File: config.mk
export PLATFORM = sky130hd
export DESIGN_NAME = uart_tx_arbiter
export DESIGN_NICKNAME = d
export VERILOG_FILES = /design/src/rtl/uart_pkg.sv /design/src/rtl/uart_rr_pick.sv /design/src/rtl/uart_tx_arbiter.sv
export SDC_FILE = /design/constraint.sdc
export NUM_CORES = 1
export LEC_CHECK = 0
export ABC_AREA = 1
export BUFFER_PORTS_ARGS = -buffer_cell sky130_fd_sc_hd__buf_2
export CAP_MARGIN = 10
export CORE_MARGIN = 4
export CORE_UTILIZATION = 44
export CTS_CLUSTER_DIAMETER = 80
export DETAILED_ROUTE_END_ITERATION = 6
export GPL_TIMING_DRIVEN = 0
export PLACE_DENSITY = 0.75
export SLEW_MARGIN = 20
export SYNTH_ARGS = -nofsm -noshare
export SYNTH_HDL_FRONTEND = slang
export SYNTH_HIERARCHICAL = 1
export SYNTH_SLANG_ARGS = --single-unit
File: constraint.sdc
create_clock -name CLKip -period 1.34 [get_ports CLKip]
set_input_delay 0.402 -clock CLKip [delete_from_list [all_inputs] [get_ports CLKip]]
set_output_delay 0.402 -clock CLKip [all_outputs]
set_load 0.05 [all_outputs]
File: src/rtl/uart_pkg.sv
// rtl/uart_pkg.sv - Shared state type and index-width helper for the uart_tx arbiter
package uart_pkg;

  typedef enum logic [2:0] {
    ARB_IDLE      = 3'd0,
    ARB_GRANT     = 3'd1,
    ARB_LAUNCH    = 3'd2,
    ARB_WAIT_DONE = 3'd3,
    ARB_RELEASE   = 3'd4
  } arb_state_t;

  localparam int UART_ARB_MIN_CNT_W = 8;

  function automatic int UART_ARB_IDX_W(input int n);
    return (n > 1) ? $clog2(n) : 1;
  endfunction

endpackage

File: src/rtl/uart_rr_pick.sv
// rtl/uart_rr_pick.sv - Combinational round-robin winner search starting at rr_ptr
module uart_rr_pick
  import uart_pkg::*;
#(
  parameter  int N_REQ = 4,
  localparam int IW    = UART_ARB_IDX_W(N_REQ)
) (
  input  logic [N_REQ-1:0] valid_i,
  input  logic [IW-1:0]    rr_ptr_i,
  output logic [IW-1:0]    idx_o,
  output logic             any_o
);

  logic [IW-1:0] cand;

  // Walk from the farthest candidate back to rr_ptr so the nearest valid one wins.
  always_comb begin
    idx_o = rr_ptr_i;
    any_o = 1'b0;
    cand  = '0;
    for (int i = N_REQ - 1; i >= 0; i--) begin
      cand = IW'((int'(rr_ptr_i) + i) % N_REQ);
      if (valid_i[cand]) begin
        idx_o = cand;
        any_o = 1'b1;
      end
    end
  end

endmodule

File: src/rtl/uart_tx_arbiter.sv
// rtl/uart_tx_arbiter.sv - Round-robin sharing of one uart_tx; UART_ARB_TMO_EN adds a LAUNCH watchdog
module uart_tx_arbiter
  import uart_pkg::*;
#(
  parameter  int N_REQ     = 4,
  parameter  int DATA_WDTH = 8,
  parameter  int TMO_CYC   = 64,
  localparam int IW        = UART_ARB_IDX_W(N_REQ)
) (
  input  logic                       CLKip,
  input  logic                       RSTNi,
  input  logic [N_REQ-1:0]           REQ_VALIDi,
  input  logic [N_REQ*DATA_WDTH-1:0] REQ_DATAi,
  output logic [N_REQ-1:0]           REQ_READYo,
  output logic [N_REQ-1:0]           REQ_DONEo,
  output logic [IW-1:0]              GRANT_IDXo,
  output logic                       ARB_ACTIVEo,
  output logic [DATA_WDTH-1:0]       UTX_DATAo,
  output logic                       UTX_ENo,
  input  logic                       UTX_BUSYi,
  input  logic                       UTX_DONEi
`ifdef UART_ARB_TMO_EN
  ,
  output logic                       TMO_ERRo
`endif
);

  localparam logic [N_REQ-1:0] ONE_HOT0 = N_REQ'(1);
  localparam logic [IW-1:0]    LAST_IDX = IW'(N_REQ - 1);

  arb_state_t           state_q, state_d;
  logic [IW-1:0]        grant_q, grant_d;
  logic [IW-1:0]        rr_ptr_q, rr_ptr_d;
  logic [DATA_WDTH-1:0] data_q, data_d;
  logic                 en_q, en_d;
  logic [N_REQ-1:0]     ready_q, ready_d;
  logic [N_REQ-1:0]     done_q, done_d;
  logic                 active_q;
  logic                 busy_q;

  logic [IW-1:0]        pick_idx;
  logic                 pick_any;
  logic [N_REQ-1:0]     grant_oh;
  logic [IW-1:0]        next_ptr;

`ifdef UART_ARB_TMO_EN
  localparam int CNT_W = ($clog2(TMO_CYC + 1) > UART_ARB_MIN_CNT_W) ?
                         $clog2(TMO_CYC + 1) : UART_ARB_MIN_CNT_W;
  logic [CNT_W-1:0] cnt_q, cnt_d;
  logic             tmo_q, tmo_d;
`else
  // The watchdog limit has no consumer without the timeout logic.
  logic unused_tmo_cyc;
  assign unused_tmo_cyc = (TMO_CYC != 0);
`endif

  uart_rr_pick #(
    .N_REQ (N_REQ)
  ) u_rr_pick (
    .valid_i  (REQ_VALIDi),
    .rr_ptr_i (rr_ptr_q),
    .idx_o    (pick_idx),
    .any_o    (pick_any)
  );

  assign grant_oh = ONE_HOT0 << grant_q;
  assign next_ptr = (grant_q == LAST_IDX) ? '0 : grant_q + 1'b1;

  always_comb begin
    state_d  = state_q;
    grant_d  = grant_q;
    rr_ptr_d = rr_ptr_q;
    data_d   = data_q;
    en_d     = 1'b0;
    ready_d  = '0;
    done_d   = '0;
`ifdef UART_ARB_TMO_EN
    cnt_d    = cnt_q;
    tmo_d    = 1'b0;
`endif
    case (state_q)
      ARB_IDLE: begin
        if (pick_any) begin
          grant_d = pick_idx;
          state_d = ARB_GRANT;
        end
      end
      ARB_GRANT: begin
        data_d  = REQ_DATAi[int'(grant_q)*DATA_WDTH +: DATA_WDTH];
        ready_d = grant_oh;
        state_d = ARB_LAUNCH;
`ifdef UART_ARB_TMO_EN
        cnt_d   = '0;
`endif
      end
      // Enable must drop as soon as busy is seen, or uart_tx would relaunch.
      ARB_LAUNCH: begin
        if (UTX_BUSYi) begin
          state_d = ARB_WAIT_DONE;
        end
`ifdef UART_ARB_TMO_EN
        else if (cnt_q == CNT_W'(TMO_CYC)) begin
          tmo_d    = 1'b1;
          rr_ptr_d = next_ptr;
          state_d  = ARB_IDLE;
        end else begin
          en_d  = 1'b1;
          cnt_d = cnt_q + 1'b1;
        end
`else
        else begin
          en_d = 1'b1;
        end
`endif
      end
      // DONE is a level left over from the previous frame; only a busy fall counts.
      ARB_WAIT_DONE: begin
        if (busy_q && !UTX_BUSYi && UTX_DONEi) begin
          state_d = ARB_RELEASE;
        end
      end
      ARB_RELEASE: begin
        done_d   = grant_oh;
        rr_ptr_d = next_ptr;
        state_d  = ARB_IDLE;
      end
      default: begin
        state_d = ARB_IDLE;
      end
    endcase
  end

  always_ff @(posedge CLKip or negedge RSTNi) begin
    if (!RSTNi) begin
      state_q  <= ARB_IDLE;
      grant_q  <= '0;
      rr_ptr_q <= '0;
      data_q   <= '0;
      en_q     <= 1'b0;
      ready_q  <= '0;
      done_q   <= '0;
      active_q <= 1'b0;
      busy_q   <= 1'b0;
    end else begin
      state_q  <= state_d;
      grant_q  <= grant_d;
      rr_ptr_q <= rr_ptr_d;
      data_q   <= data_d;
      en_q     <= en_d;
      ready_q  <= ready_d;
      done_q   <= done_d;
      active_q <= (state_d != ARB_IDLE);
      busy_q   <= UTX_BUSYi;
    end
  end

`ifdef UART_ARB_TMO_EN
  always_ff @(posedge CLKip or negedge RSTNi) begin
    if (!RSTNi) begin
      cnt_q <= '0;
      tmo_q <= 1'b0;
    end else begin
      cnt_q <= cnt_d;
      tmo_q <= tmo_d;
    end
  end

  assign TMO_ERRo = tmo_q;
`endif

  assign REQ_READYo  = ready_q;
  assign REQ_DONEo   = done_q;
  assign GRANT_IDXo  = grant_q;
  assign ARB_ACTIVEo = active_q;
  assign UTX_DATAo   = data_q;
  assign UTX_ENo     = en_q;

endmodule
Word level (Yosys, flattened, before mapping)
Cells that the tools add are included.

$add $sub $neg: 4. Magnitude comparators: 4. Equality and inequality tests: 5. Shift-type cells: 2. Muxes and demuxes: 25. Reduce and logical (&&, ||, !) cells: 6.

Operators by type and width (number): indexed part select 32 x 6 -> 8 bit (1); less-than comparator 2 x 3 -> 1 bit (second input constant) (4); case mux 3 bit (4 select lines) (1); 2-to-1 mux 1 bit (10); 2-to-1 mux 2 bit (5); 2-to-1 mux 3 bit (3); binary-select mux 1 bit (select 2 bit) (4); 2-to-1 mux 4 bit (2); == test 3 x 2 -> 1 bit (second input constant) (2); adder 2 x 1 -> 2 bit (second input constant) (2); adder 2 bit (second input constant) (2); left shift 1 x 2 -> 4 bit (first input constant) (1); == test 3 x 1 -> 1 bit (second input constant) (1); == test 3 bit (second input constant) (1); zero test 3 bit (1); nonzero test 3 bit (1); == test 2 bit (second input constant) (1); logical AND 1 bit (2); AND reduction 2 bit (1); zero test 1 bit (1).

Register bits after elaboration: 26. Bits of input ports: 40. Output and inout bits: 20. Logic and storage cells: 55.

Logic depth before layout (Yosys ltp)
Gate-level depths: netlist (run 1).

Depth after elaboration: 10. Mapped depth: 13. Depth with buffers taken out: 12.

By module
Netlist (run 1), hierarchy kept.

Modules (own cells, without submodules): uart_tx_arbiter (times used 1, cells each 193, area an instance 1388.8 um^2, seq. area each 650.6 um^2); uart_rr_pick (times used 1, cells each 53, area an instance 234.0 um^2, seq. area each 0.0 um^2).

Worst setup path before layout (run 1)
No wires, ideal clock.

Kind: register to register. Start point: reg grant_q[0], in the netlist GRANT_IDXo[0]. End point: reg rr_ptr_q[1]. Setup time: 0.117 ns. Arrival: 1.531 ns. Required time: 1.223 ns. Path slack: -0.308 ns. Stages on the path, launching flop included: 7. Buffers on the path: 2. Clock period less this slack: 1.648 ns. Cell sequence: dfrtp_1 > buf_2 > inv_2 > buf_4 > ha_1 > nand2_1 > nand2_1.

Cells in the longest elaborated chain, start to end: 2. Elaborated cells on any way between the ends: 3. Those cells by class: add/sub: 1; eq/ne: 1; mux: 1.

RTL lines: start: declaration (line uart_tx_arbiter.sv:32) `logic [IW-1:0] grant_q, grant_d;`; start signal: assignment (line uart_tx_arbiter.sv:146) `grant_q <= grant_d;`; adder 2 x 1 -> 2 bit / == test 2 bit (equally long branches) (line uart_tx_arbiter.sv:67) `assign next_ptr = (grant_q == LAST_IDX) ? '0 : grant_q + 1'b1;`; 2-to-1 mux 2 bit * (line uart_tx_arbiter.sv:67); via next_ptr[1] (line uart_tx_arbiter.sv:44) `logic [IW-1:0] next_ptr;`; end signal: assignment (line uart_tx_arbiter.sv:147) `rr_ptr_q <= rr_ptr_d;`; end: declaration (line uart_tx_arbiter.sv:33) `logic [IW-1:0] rr_ptr_q, rr_ptr_d;`.

The timed path passes the listed nets; every way through them passes the cells marked *. A chain may end at the register's enable or synchronous reset.

Worst setup path after layout (run 1)
Start point: reg rr_ptr_q[0]. End point: reg grant_q[1], in the netlist GRANT_IDXo[1].

Elaborated cells on any way between the ends: 20. Those cells by class: add/sub: 3; mux: 16; reduce/logical: 1.

RTL lines: adder 2 bit (line uart_rr_pick.sv:22) `cand = IW'((int'(rr_ptr_i) + i) % N_REQ);`; binary-select mux 1 bit (select 2 bit) (line uart_rr_pick.sv:23) `if (valid_i[cand]) begin`; 2-to-1 mux 1 bit (not written as such) (line uart_rr_pick.sv:23); 2-to-1 mux 2 bit (3 in a row) (line uart_rr_pick.sv:23); 2-to-1 mux 2 bit * (line uart_rr_pick.sv:23); via pick_idx[1] (line uart_tx_arbiter.sv:41) `logic [IW-1:0] pick_idx;`.

The timed path passes the listed nets; every way through them passes the cells marked *. The select of a mux whose other input is x is not followed.

==> results list, run 1 <==
- Fraction of the cycle the final worst path needs: 1.105
- For this run, the total global-route usage over all layers was measured as 0.1826.
- Once placement completed, the tool counted placed cells totaling 351.
- Antenna cells: 0
* Upper clock frequency limit: 0.6751 GHz
- During synthesis, Yosys emitted a total of 6 warnings.
- The final layout contains 359 nets.
* Post-synthesis instance total: 246
- Setup violation total in the final timing report: 4
* Top area cells in the synthesized netlist: sky130_fd_sc_hd__dfrtp_1 40%, sky130_fd_sc_hd__nand2_1 23%, sky130_fd_sc_hd__inv_1 11%
* Number of standard cells in the final layout excluding fillers: 360
- After detailed routing, the number of remaining DRC violations is 0.
- TritonCTS clock tree: yes
- Multi-input gate area in the final layout: roughly 800 µm²
* Net Count, Synth: 290
* Clock Skew: 0.004820 ns
* Area share of the leading cell type in the synthesized netlist: 0.4009
- The number of different library cells used by synthesis comes to 22.
- After clock tree synthesis, the clock-pin slew on the worst setup and hold paths is approximately 0.09 ns.
- Among all flip-flop cells after synthesis, the most frequent one is sky130_fd_sc_hd__dfrtp_1.
- Sequential share of power: 0.253
- The floorplan step set the die width to 68.73 µm.
- The most common cell in the synthesized netlist is sky130_fd_sc_hd__nand2_1.
* Run status: finished with violations
- Summed over all layers, the global routing overflow is 0.
* Required arrival time at the worst endpoint: between 1.5 and 2 ns
- Core Region: 3442 µm²
* Data arrival time at the worst-slack endpoint: 1.68 ns
* Number of buffers inserted for hold repair after clock tree synthesis: 0
- In this run the tightest slew margin relative to its limit is 0.6292.
- Router iterations before antenna repair: 4
- Via count of the first global-routing pass: ~1.5k
* Clock tree root buffer cell: sky130_fd_sc_hd__clkbuf_8
- Layout cells sized above 1: 0.3662
* Wl on met1: approximately 1.7 mm
- Post-synth EDFFs: 0
- The floorplan has 21 rows.
- Detailed routing placed a total of 230 µm of wire on met3.
* Length of routed met2 wiring: 1.940 mm
* Top fanout value on the critical path: 6
- Final setup slack of the worst path: -0.1412 ns
* Post-route minimum period: 1.481 ns
* Antenna-violating nets left: 0
- Total internal power: 2431 µW
* Peak supply drop: around 1.2 mV
* RD Place Congestion: 0.9333
* Type of the tightest min-delay check: in2async
* Violation count after the first detailed-route iteration: 63
- The number of antenna violations at the first check in global routing came to 0.
- The share of total power dissipated in combinational logic is 0.616.
- The commonest cells after synthesis are 100 x sky130_fd_sc_hd__nand2_1, 48 x sky130_fd_sc_hd__inv_1, 27 x sky130_fd_sc_hd__nand3_1, 26 x sky130_fd_sc_hd__dfrtp_1, 12 x sky130_fd_sc_hd__nor2_1.
- In the final layout, flip-flops and latches occupy 655.6 µm².
* Uppermost signal routing layer after detailed routing: met3
- Of the synthesized area, sequential elements account for 0.4009.
* Static leakage: 0.001353 µW
- Counting flops with an async set or reset pin after synthesis yields a share of 1.000.
* Starting density of the core: 0.4715
* Cell at the slowest stage of the critical path: sky130_fd_sc_hd__dfrtp_1
- Failing checks: negative setup slack
* Detail-routed net length per standard cell: 10.88 µm
- Number of CTS-inserted buffers: 3
* Placement-stage cell area: 2006 µm²
- Hpwl dp: 2.829 mm
- Part of the power in the clock network: 0.131
- Wirelength, routed: slightly below 4 mm
- The max-slew violation count came to 0.
* Clk buf depth: 2
* Cells along the critical path: buf_6 -> inv_8 -> nand2_2 -> nand2_2 -> nand2_1 -> buf_4 -> nand2_1 -> inv_1 -> a21boi_1 -> nor2_1 -> a21oi_1
* Slew of the pin with the lowest slew margin: 0.5562 ns
- Of the total power, the share spent switching nets is 0.5053.
* Sort of element at the start of the critical path: register
* First-pass GRT wire length: 6.555 mm
- Mean instance size in the synthesized netlist: between 6 and 7 µm²
* Port-buffer cells: 59
- The clock net in this run drives a total of 26 sinks.
* Overall die area: between 4000 and 5000 µm²
- Boundary Pins: 60
* Number of maximum-capacitance violations: 0
- After detailed routing, the number of vias per cell comes to 4.503.
* Insertion delay to the later sink of the worst-skew pair: 0.27 ns
- Fin. Hold Viols: 0
- The worst setup path is captured at a register.
* Largest stage delay on the critical path: 0.44 ns
- Total number of vias: 1,621
- Setup repair after global routing could not meet its margin everywhere.
- Post-route cell area: 2216 µm²
* Critical path class: reg2reg
- In this run the cell area of the synthesized design comes to 1623 µm².
* Net switching power figure: between 2000 and 2500 µW
- Layout overhead on the synthesized area: 36.55%
- Fill cells in the final layout number 322.
- In this run the number of H-tree levels came out at 1.
- The die is 68.73 µm tall.
- Post-synthesis register bit count: 26
- The largest total area in the synthesized netlist belongs to sky130_fd_sc_hd__dfrtp_1.
- Power spread over the standard cell area amounts to 2217 nW/µm².
- Largest net degree at the start of global routing: 27
==> routing by layer <==
layer	track usage	vias to the layer above
li1	-	863
met1	0.2348	714
met2	0.3147	44
met3	0.04052	0
met4	0.03650	0
met5	0	-
==> flip-flops by register name (all words and copies together), names as in the netlist <==
name	count
ARB_ACTIVEo	1
GRANT_IDXo	2
REQ_DONEo	4
REQ_READYo	4
UTX_DATAo	8
UTX_ENo	1
busy_q	1
rr_ptr_q	2
state_q	3
==> worst max-delay path: cells and delay by family, from the launching register on <==
kind | cells | cell delay (ns)
AO/OA/AOI/OAI | 2 | 0.26
AND/OR/NAND/NOR | 5 | 0.31
flip-flops | 1 | 0.44
buffers and inverters | 4 | 0.40
==> through the flow <==
stage          total power (µW)    util  hold slack, ns  worst slack (ns)  TNS (ns)
3_3_place_gp               3924  0.5827          0.4178           -0.1464   -0.4869
5_1_grt                    5349  0.6438          0.1477           -0.2891    -1.027
2_1_floorplan              3360       -          0.1064          0.001704         0
6_report                   4913  0.6438          0.1071           -0.1412   -0.4484
4_1_cts                    4761  0.6274          0.1240          -0.06798   -0.2235
3_5_place_dp               3968  0.5827          0.4250           -0.1533   -0.5128
==> kinds of logic (layout without fill, tap and decap cells) <==
logic type | count (synthesis) | after routing | share of synthesized area
buffers and inverters | 61 | 129 | 0.1581
adder cells (fa/ha/maj) | 4 | 4 | 0.03084
AO/OA/AOI/OAI | 6 | 6 | 0.02159
AND/OR/NAND/NOR | 149 | 149 | 0.3886
flip-flops | 26 | 26 | 0.4009
==> layout make-up <==
cell class,count,area share
Timing Repair Buffer,64,0.1564
Clock buffer,3,0.01863
Multi-Input combinational cell,159,0.3631
Clock inverter,1,0.01355
Tap cell,46,0.02597
Sequential cell,26,0.2959
Buffer,6,0.02654
Inverter,55,0.09994
==> power by group through the flow <==
stage          Combinational (µW)  Clock [µW]  Sequential (µW)
2_1_floorplan                1440           0             1920
3_3_place_gp                 2690           0             1230
3_5_place_dp                 2740           0             1230
4_1_cts                      2870         658             1230
5_1_grt                      3380         687             1280
6_report                     3030         644             1240
==> repair_timing <==
| action | in CTS | in global routing |
|---|---|---|
| resized for setup | 19 | 17 |
| setup endpoints to repair | 11 | 15 |
| pin swaps | 7 | 10 |
| gates cloned | 1 | 0 |
| buffers inserted | 2 | 2 |
==> cells in the final DEF, fill, tap and decap left out, types with 2 or more instances in the layout <==
cell,n
sky130_fd_sc_hd__clkbuf_4,2
sky130_fd_sc_hd__inv_1,46
sky130_fd_sc_hd__nand4_1,2
sky130_fd_sc_hd__nand2_1,86
sky130_fd_sc_hd__buf_2,57
sky130_fd_sc_hd__nand3_2,3
sky130_fd_sc_hd__nor2_1,10
sky130_fd_sc_hd__dfrtp_1,22
sky130_fd_sc_hd__nor2_2,6
sky130_fd_sc_hd__buf_4,6
sky130_fd_sc_hd__nand3_1,24
sky130_fd_sc_hd__nand2_4,2
sky130_fd_sc_hd__buf_6,4
sky130_fd_sc_hd__clkbuf_8,3
sky130_fd_sc_hd__nand2_2,13
sky130_fd_sc_hd__ha_1,3
sky130_fd_sc_hd__inv_2,6
sky130_fd_sc_hd__a21oi_1,2
sky130_fd_sc_hd__dfrtp_2,4
==> worst paths after layout <==
kind | start | to | slack, ns | depth (start not counted)
worst min register to register | UTX_DATAo[5] | UTX_DATAo[5] | 0.48 | 2
worst max-delay path | rr_ptr_q[0] | GRANT_IDXo[1] | -0.14 | 11
worst max register to register | rr_ptr_q[0] | GRANT_IDXo[1] | -0.14 | 11
worst min-delay path | RSTNi | UTX_DATAo[0] | 0.11 | 1
max in group asynchronous | RSTNi | GRANT_IDXo[1] | 0.83 | 1
min in group CLKip | UTX_BUSYi | busy_q | 0.29 | 1
Note: power is estimated with default switching activity, not from simulation.
==> run 2: changes to the inputs <==
- CORE_UTILIZATION: 44 -> 43
- SLEW_MARGIN: 20 -> 30
- SYNTH_HIERARCHICAL: 1 -> not set
==> results list, run 2 <==
* Post-synthesis register bit count: 26 (unchanged)
- Synthesized-area fraction occupied by and/or/nand/nor cells: 0.3277 (-0.06089)
- The overall die area came to 4448 µm² (-5.8%).
- After synthesis, the cell types taking the most area are sky130_fd_sc_hd__dfrtp_1 44%, sky130_fd_sc_hd__nand2_1 12%, sky130_fd_sc_hd__nor2_1 7.1%.
* Worst slack on hold paths: 0.05078 ns (-0.05628 ns)
- The number of cells in the finished layout apart from fillers is 309 (-14%).
- Count of clock tree sinks: 26 (unchanged)
- Data arrival time at the worst-slack endpoint: 1.63 ns (-0.05 ns)
- Number of antenna violations at the first check in global routing: 0 (unchanged)
- Critical path class: reg2reg
- Count of placed standard cells including taps: 299 (-15%)
- The checks that failed: negative setup slack.
* Insertion delay to the later sink of the worst-skew pair: 0.31 ns (+0.04 ns)
- Reg-to-reg endpoint: GRANT_IDXo[1]
- The root buffer cell chosen for the clock tree is sky130_fd_sc_hd__clkbuf_4.
* Net Count, Synth: 238 (-18%)
- The total negative slack is -0.2495 ns (+0.1989 ns).
- Cell Area, Synth: 1481 µm² (-8.7%)
- The overall overflow remaining after global route came to 0 (unchanged).
* Met3 Track Usage GR: 0.04384 (+0.003326)
- STA classifies the critical path endpoint as a register.
* Post-synth EDFFs: 0 (unchanged)
* Layout overhead on the synthesized area: 43.75%
- Core Region: 3337 µm² (-3.1%)
- Top FF cell, synth: sky130_fd_sc_hd__dfrtp_1
* Port-buffer cells: 59 (unchanged)
- The total number of vias came to 1,494 (-7.8%).
* Antenna-violating nets left: 0 (unchanged)
- Area taken by flip-flops and latches: 654.4 µm² (-0.19%)
- The largest net degree at the start of global routing was 27 (unchanged).
* Minimum setup slack among reg-to-reg paths: -0.07 ns (+0.07 ns)
* Via count of the first global-routing pass: 1,331 (-13%)
- Distinct cells, synth: 22 (unchanged)
* Portion of netlist area occupied by mux cells: 0 (unchanged)
- The headroom to the max-slew limit is 0.6312 (+0.002048).
- The detailed-router iteration count before antenna repair is 4 (unchanged).
* Global routing met2 resource utilization: 0.2748 (-0.03991)
- In this run the most used layer during global routing was met2.
* Fin. Hold Viols: 0 (unchanged)
* H-tree lvl count: 1 (unchanged)
* Async set-or-reset flop fraction in the synthesized netlist: 1.000 (unchanged)
- Final layout net count: 308 (-14%)
- Post-synthesis xor/xnor area fraction: 0 (unchanged)
- The shortest period the worst path allows is 1.411 ns (-0.07041 ns).
- Setup repair after global routing could not meet its margin everywhere.
- The placed wire-length estimate after detailed placement was 2.639 mm (-6.7%).
- Antenna cells: 0 (unchanged)
- Largest register FFs: 8 (unchanged)
* Top fanout value on the critical path: 8 (+2)
* Detail-routed net length per standard cell: 12.01 µm (+10%)
- Number of buffers inserted for hold repair after clock tree synthesis: 0 (unchanged)
* Drt drc: 0 (unchanged)
- The die span in x was 66.70 µm (-3.0%).
- Summed over all instances, the cell type with the most area after synthesis is sky130_fd_sc_hd__dfrtp_1.
- Standard-cell row count: 21 (unchanged)
- Slew of the pin with the lowest slew margin: 0.5532 ns (-0.003073 ns)
* Static leakage: 0.001123 µW (-17%)
- The power density of the placed cells came to 2441 nW/µm² (+10%).
- The max capacitance violation total is 0 (unchanged).
- The footprint of the multi-input gates is 797.0 µm² (-0.93%).
- Yosys instantiated no cell more often than sky130_fd_sc_hd__nand2_1.
- Tot GR Track Use: 0.1630 (-0.01958)
- Pins Over Slew Limit: 0 (unchanged)
- Met1 Usage GRT: 0.2070 (-0.02781)
* Register area share after synthesis: 0.4392 (+0.03826)
* Final setup slack of the worst path: -0.07075 ns (+0.07041 ns)
* Starting density of the core: 0.4439 (-0.02752)
- In this run the worst hold path is classified as in2async.
- In this run the critical register-to-register path is launched from rr_ptr_q[0].
- The top cell types in the final layout, fill and taps aside, are 40 x sky130_fd_sc_hd__buf_2, 40 x sky130_fd_sc_hd__nand2_1, 28 x sky130_fd_sc_hd__nor2_1, 23 x sky130_fd_sc_hd__dfrtp_1, 17 x sky130_fd_sc_hd__o21ai_0.
- Setup violation total in the final timing report: 7 (+3)
- The worst-case clock skew came to 0.005506 ns (+0.0006862 ns).
- The maximum achievable frequency is 0.7088 GHz (+5.0%).
- The required arrival time at the worst endpoint was 1.56 ns (+0.02 ns).
* Area share of the leading cell type in the synthesized netlist: 0.4392 (+0.03826)
* Sort of element at the start of the critical path: register
- Fillcell total: 306 (-5.0%)
* Number of CTS-inserted buffers: 3 (unchanged)
- The number of standard cells after synthesis was 194 (-21%).
- The worst setup timing slack at the placement stage came to -0.07507 ns (+0.07827 ns).
- Register-to-Register Path Depth: 11 (unchanged)
* Synthesis Warnings: 0 (-6)
- The worst-case vdd ir drop is 1.450 mV (+17%).
- TritonCTS clock tree: yes
- Height of the die: 66.70 µm (-3.0%)
* Run status: finished with violations
- Most numerous cell types in the synthesized netlist: 46 x sky130_fd_sc_hd__nand2_1, 28 x sky130_fd_sc_hd__nor2_1, 26 x sky130_fd_sc_hd__dfrtp_1, 18 x sky130_fd_sc_hd__o21ai_0, 16 x sky130_fd_sc_hd__inv_1
* Adder-cell share of the synthesized area: 0.03378 (+0.002943)
- The final wirelength came to 3.712 mm (-5.3%).
- The wire length of the first global-routing pass was 5.671 mm (-13%).
- The average cell area after synthesis came to 7.636 µm² (+16%).
- RD Place Congestion: 0.7612 (-18%)
- The synthesized-area fraction occupied by ao, oa, aoi and oai cells came to 0.1157 (+0.09412).
* Clk buf depth: 2 (unchanged)
- Violation count after the first detailed-route iteration: 38 (-40%)
- Vias per cell: 4.835 (+7.4%)
* Boundary Pins: 60 (unchanged)
- The clock transition at the registers of the reported paths is 0.13 ns (+0.04 ns).
- The final clock period utilization by the worst path came to 1.053 (-0.05254).
* Layout cells sized above 1: 0.4259 (+0.05961)
- After synthesis, the largest family of logic cells by area is simple AND/OR/NAND/NOR gates.
-- run 2: metrics by stage --
| stage | utilization | instance area, µm² | total power (µW) |
|---|---|---|---|
| after global routing | 0.6382 | 2130 | 5615 |
| after floorplan | - | 1519 | 3556 |
| after CTS | 0.5917 | 1974 | 4766 |
| after global placement | 0.5609 | 1872 | 4124 |
| after detailed placement | 0.5609 | 1872 | 4166 |
| final | 0.6382 | 2130 | 5199 |
-- run 2: logic make-up (layout without fill, tap and decap cells) --
family,Yosys count,after routing
flops,26,26
simple gates,107,107
fa+ha+maj,4,4
buf+inv,27,96
compound gates,30,30
-- run 2: worst max-delay path by stage --
| stage | startpoint | to | slack, ns | cells after the start |
|---|---|---|---|---|
| finish | rr_ptr_q[0] | GRANT_IDXo[1] | -0.07 | 11 |
| detailed placement | state_q[1] | UTX_DATAo[5] | -0.08 | 5 |
| global placement | state_q[1] | UTX_DATAo[4] | -0.05 | 5 |
| floorplan | GRANT_IDXo[1] | rr_ptr_q[1] | 0.005 | 5 |
| CTS | rr_ptr_q[0] | GRANT_IDXo[1] | -0.06 | 11 |
| global route | rr_ptr_q[0] | GRANT_IDXo[1] | -0.16 | 11 |
-- run 2: power breakdown --
| group | total (µW) | internal, µW | switching (µW) |
|---|---|---|---|
| clock network | 378 | 166 | 212 |
| logic | 3560 | 1290 | 2270 |
| registers | 1260 | 1050 | 207 |
| total | 5200 | 2510 | 2690 |
-- run 2: metal layers --
layer | part of all wire | vias up | routed length (µm)
met5 | 0 | - | 0
met4 | 0.0075 | 0 | 28
met3 | 0.049 | 4 | 183
met2 | 0.53 | 32 | 1975
met1 | 0.41 | 702 | 1525
li1 | - | 756 | -
-- run 2: critical path, cell delays in order, from the launching register on --
cell and delay (ns):
sky130_fd_sc_hd__dfrtp_1 0.40, sky130_fd_sc_hd__buf_6 0.14, sky130_fd_sc_hd__clkinv_8 0.07, sky130_fd_sc_hd__nand2_2 0.06, sky130_fd_sc_hd__nand2_4 0.08, sky130_fd_sc_hd__nand2_4 0.06
sky130_fd_sc_hd__nand2_4 0.08, sky130_fd_sc_hd__nor2_4 0.04, sky130_fd_sc_hd__a21oi_4 0.20, sky130_fd_sc_hd__inv_2 0.05, sky130_fd_sc_hd__nand2_1 0.05, sky130_fd_sc_hd__nand2_1 0.05
-- run 2: area by class of cell --
class / count / area share
multi-input combinational: 141 / 0.3743
sequential: 26 / 0.3073
timing repair buffer: 65 / 0.1974
inverter: 21 / 0.04700
buffer: 6 / 0.02996
tap: 46 / 0.02703
clock buffer: 4 / 0.01704
-- run 2: timing repair --
item | CTS | global route
buffers inserted | 2 | 4
pin swaps | 3 | 15
gates resized for setup | 18 | 44
endpoints found under the setup margin | 25 | 34
==> run 3: changes to the inputs <==
- CORE_UTILIZATION: 43 -> 48
- MAX_ROUTING_LAYER: not set -> met4
- PLACE_DENSITY: 0.75 -> 0.8
- clock period: 1.34 -> 1.5 ns (I/O delays scaled with it)
==> results list, run 3 (same netlist as run 2, synthesis figures left out) <==
- Clock Skew: 0.003308 ns (-0.002198 ns)
- Sort of element at the start of the critical path: register
- Slew Limit Headroom: 0.6337 (+0.002519)
- The power density of the placed cells was 2217 nW/µm² (-9.2%).
* Violation count after the first detailed-route iteration: 111 (+190%)
- The starting density of the core is 0.5193 (+0.07535).
- Layout cells sized above 1: 0.4148 (-0.01104)
* Number of maximum-capacitance violations: 0 (unchanged)
- The flow ran to the end, and the final reports show no timing, DRC or antenna violations.
- Minimum setup slack among reg-to-reg paths: 0.07 ns (+0.14 ns)
- Clock edge transition at the registers on the reported setup and hold paths: 0.14 ns (about the same)
- Largest net degree at the start of global routing: 27 (unchanged)
* Largest stage delay on the critical path: 0.42 ns (+0.02 ns)
- Counting I/O delays and the setup requirement, the final critical path takes 1.456 ns.
* Cell at the slowest stage of the critical path: sky130_fd_sc_hd__dfrtp_2
* Layout Utilization: 0.7048 (+0.06666)
- Cells along the critical path: buf_2
- Slew of the pin with the lowest slew margin: 0.5494 ns (-0.003778 ns)
* Overall die area: 4039 µm² (-9.2%)
- Among cell families on the critical path, the largest total delay comes from flip-flops.
* Core Region: 2853 µm² (-15%)
- The total negative slack was 0 ns (+0.2495 ns).
- TritonCTS built the clock tree.
- Height of the die: 63.56 µm (-4.7%)
- Static leakage: 0.001121 µW (-0.23%)
- The critical path in this run is classified as reg2out.
* Count of placed standard cells including taps: 284 (-5.0%)
* Wirelength, routed: 3.721 mm (+0.24%)
- Hpwl dp: 2.627 mm (-0.43%)
- Number of buffers inserted for hold repair after clock tree synthesis: 0 (unchanged)
- Required arrival time at the worst endpoint: 1.05 ns (-0.51 ns)
- The total number of vias came to 1,504 (+0.67%).
* First-pass GRT wire length: 5.733 mm (+1.1%)
- Standard-cell row count: 19 (-9.5%)
- The count of final setup violators was 0 (-7).
- Leaving out fill and tap cells, the most frequent cell in the layout is sky130_fd_sc_hd__buf_2.
- Port-buffer cells: 59 (unchanged)
- The net total in the final layout is 315 (+2.3%).
* Number of antenna violations at the first check in global routing: 0 (unchanged)
* Number of CTS-inserted buffers: 3 (unchanged)
- Boundary Pins: 60 (unchanged)
- The number of buffer and inverter stages on the critical path was 1 (-2).
* Type of the tightest min-delay check: in2async
- Antenna-violating nets left: 0 (unchanged)
- The startpoint identified for the worst register-to-register timing path is GRANT_IDXo[1].
- The clock tree buffer depth was 2 (unchanged).
- The top fanout value on the critical path is 4 (-4).
- Data arrival time at the worst-slack endpoint: 1.01 ns (-0.62 ns)
* GR Overflow Total: 0 (unchanged)
- The routability congestion estimate from global placement is 0.8351 (+9.7%).
- Drt drc: 0 (unchanged)
- The overall track demand over capacity in global routing came to 0.1767 (+0.01370).
- H-tree lvl count: 1 (unchanged)
* Most used cells in the layout excluding fill and tap cells: 61 x sky130_fd_sc_hd__buf_2, 44 x sky130_fd_sc_hd__nand2_1, 27 x sky130_fd_sc_hd__nor2_1, 23 x sky130_fd_sc_hd__dfrtp_1, 18 x sky130_fd_sc_hd__o21ai_0
- Fraction of the cycle the final worst path needs: 0.9708
* CP endpoint kind: primary output
- The post-route total power is 4457 µW (-14%).
- The clock latency on the worst-skew pair is 0.32 ns (about the same).
- The CTS sink count was 26 (unchanged).
- For this run, the top clock speed supported by timing is about 0.69 GHz.
* Largest register FFs: 8 (unchanged)
- The diode insertion count for antenna repair was 0 (unchanged).
- Number of standard cells in the final layout excluding fillers: 301 (-2.6%)
* Via count of the first global-routing pass: 1,329 (-0.15%)
- The die span in x came to 63.56 µm (-4.7%).
- Register-to-Register Path Depth: 7 (-4)
- Pins Over Slew Limit: 0 (unchanged)
- Compared with the post-synthesis result, the final layout area differs by 35.73%.
* Vias per cell: 4.997 (+3.3%)
* Router iterations before antenna repair: 4 (unchanged)
* Peak supply drop: 1.502 mV (+3.5%)
- Clock tree root buffer cell: sky130_fd_sc_hd__clkbuf_4
- The final number of hold-violating endpoints was 0 (unchanged).
- Detail-routed net length per standard cell: 12.36 µm (+2.9%)
- The endpoint identified for the worst register-to-register timing path is UTX_DATAo[1].
run 3: changes by cell type in the layout (fill, tap and decap cells not counted), moves of 4 or more:
cell / change
sky130_fd_sc_hd__nand2_4: -7
sky130_fd_sc_hd__buf_2: +21
sky130_fd_sc_hd__nand2_1: +4
sky130_fd_sc_hd__buf_6: -7
run 3: cell type report:
type / count / area [µm²]
multi-input cells: 141 / 729.5
well taps: 31 / 38.79
plain buffers: 6 / 48.80
flip-flops and latches: 26 / 654.4
clock buffers: 3 / 22.52
repair buffers: 72 / 392.9
clock inverters: 1 / 30.03
fillers: 225 / 842.1
inverters: 21 / 93.84
run 3: routing by layer:
metal,vias to the layer above,share of wire,GRT usage,wire length (µm)
met5,-,0,-,0
met4,0,0.016,0.04582,61
met3,6,0.060,0.02131,223
met2,50,0.49,0.2894,1820
met1,679,0.43,0.2321,1615
li1,769,-,-,-
run 3: worst max-delay path by stage:
stage                     slack, ns             to  cells after the start          start
after floorplan                0.02    rr_ptr_q[1]                      6  GRANT_IDXo[0]
after global placement        -0.07    rr_ptr_q[1]                      5  GRANT_IDXo[1]
after detailed placement      -0.08    rr_ptr_q[1]                      5  GRANT_IDXo[1]
after CTS                      0.01    rr_ptr_q[1]                      6  GRANT_IDXo[0]
after global routing          -0.02   UTX_DATAo[3]                      7  GRANT_IDXo[1]
final                          0.04  GRANT_IDXo[1]                      1  GRANT_IDXo[1]
run 3: stage by stage:
step	hold WS (ns)	setup WS [ns]	instance area [µm²]
2_1_floorplan	0.1544	0.02249	1490
3_3_place_gp	0.4589	-0.07252	1824
3_5_place_dp	0.4602	-0.07963	1824
4_1_cts	0.1010	0.01078	1889
5_1_grt	0.1187	-0.02144	2011
6_report	0.09099	0.04375	2011
run 3: power by group:
part	switching, µW	internal [µW]
combinational	1910	975
sequential	151	938
clock	210	270
run 3: timing repair:
item                       4_1_cts  5_1_grt
setup buffers                    1       12
setup endpoints to repair        1       11
hold endpoints to repair         0        0
pin swaps                        0        6
gates cloned                     0        0
resized for setup                2        9
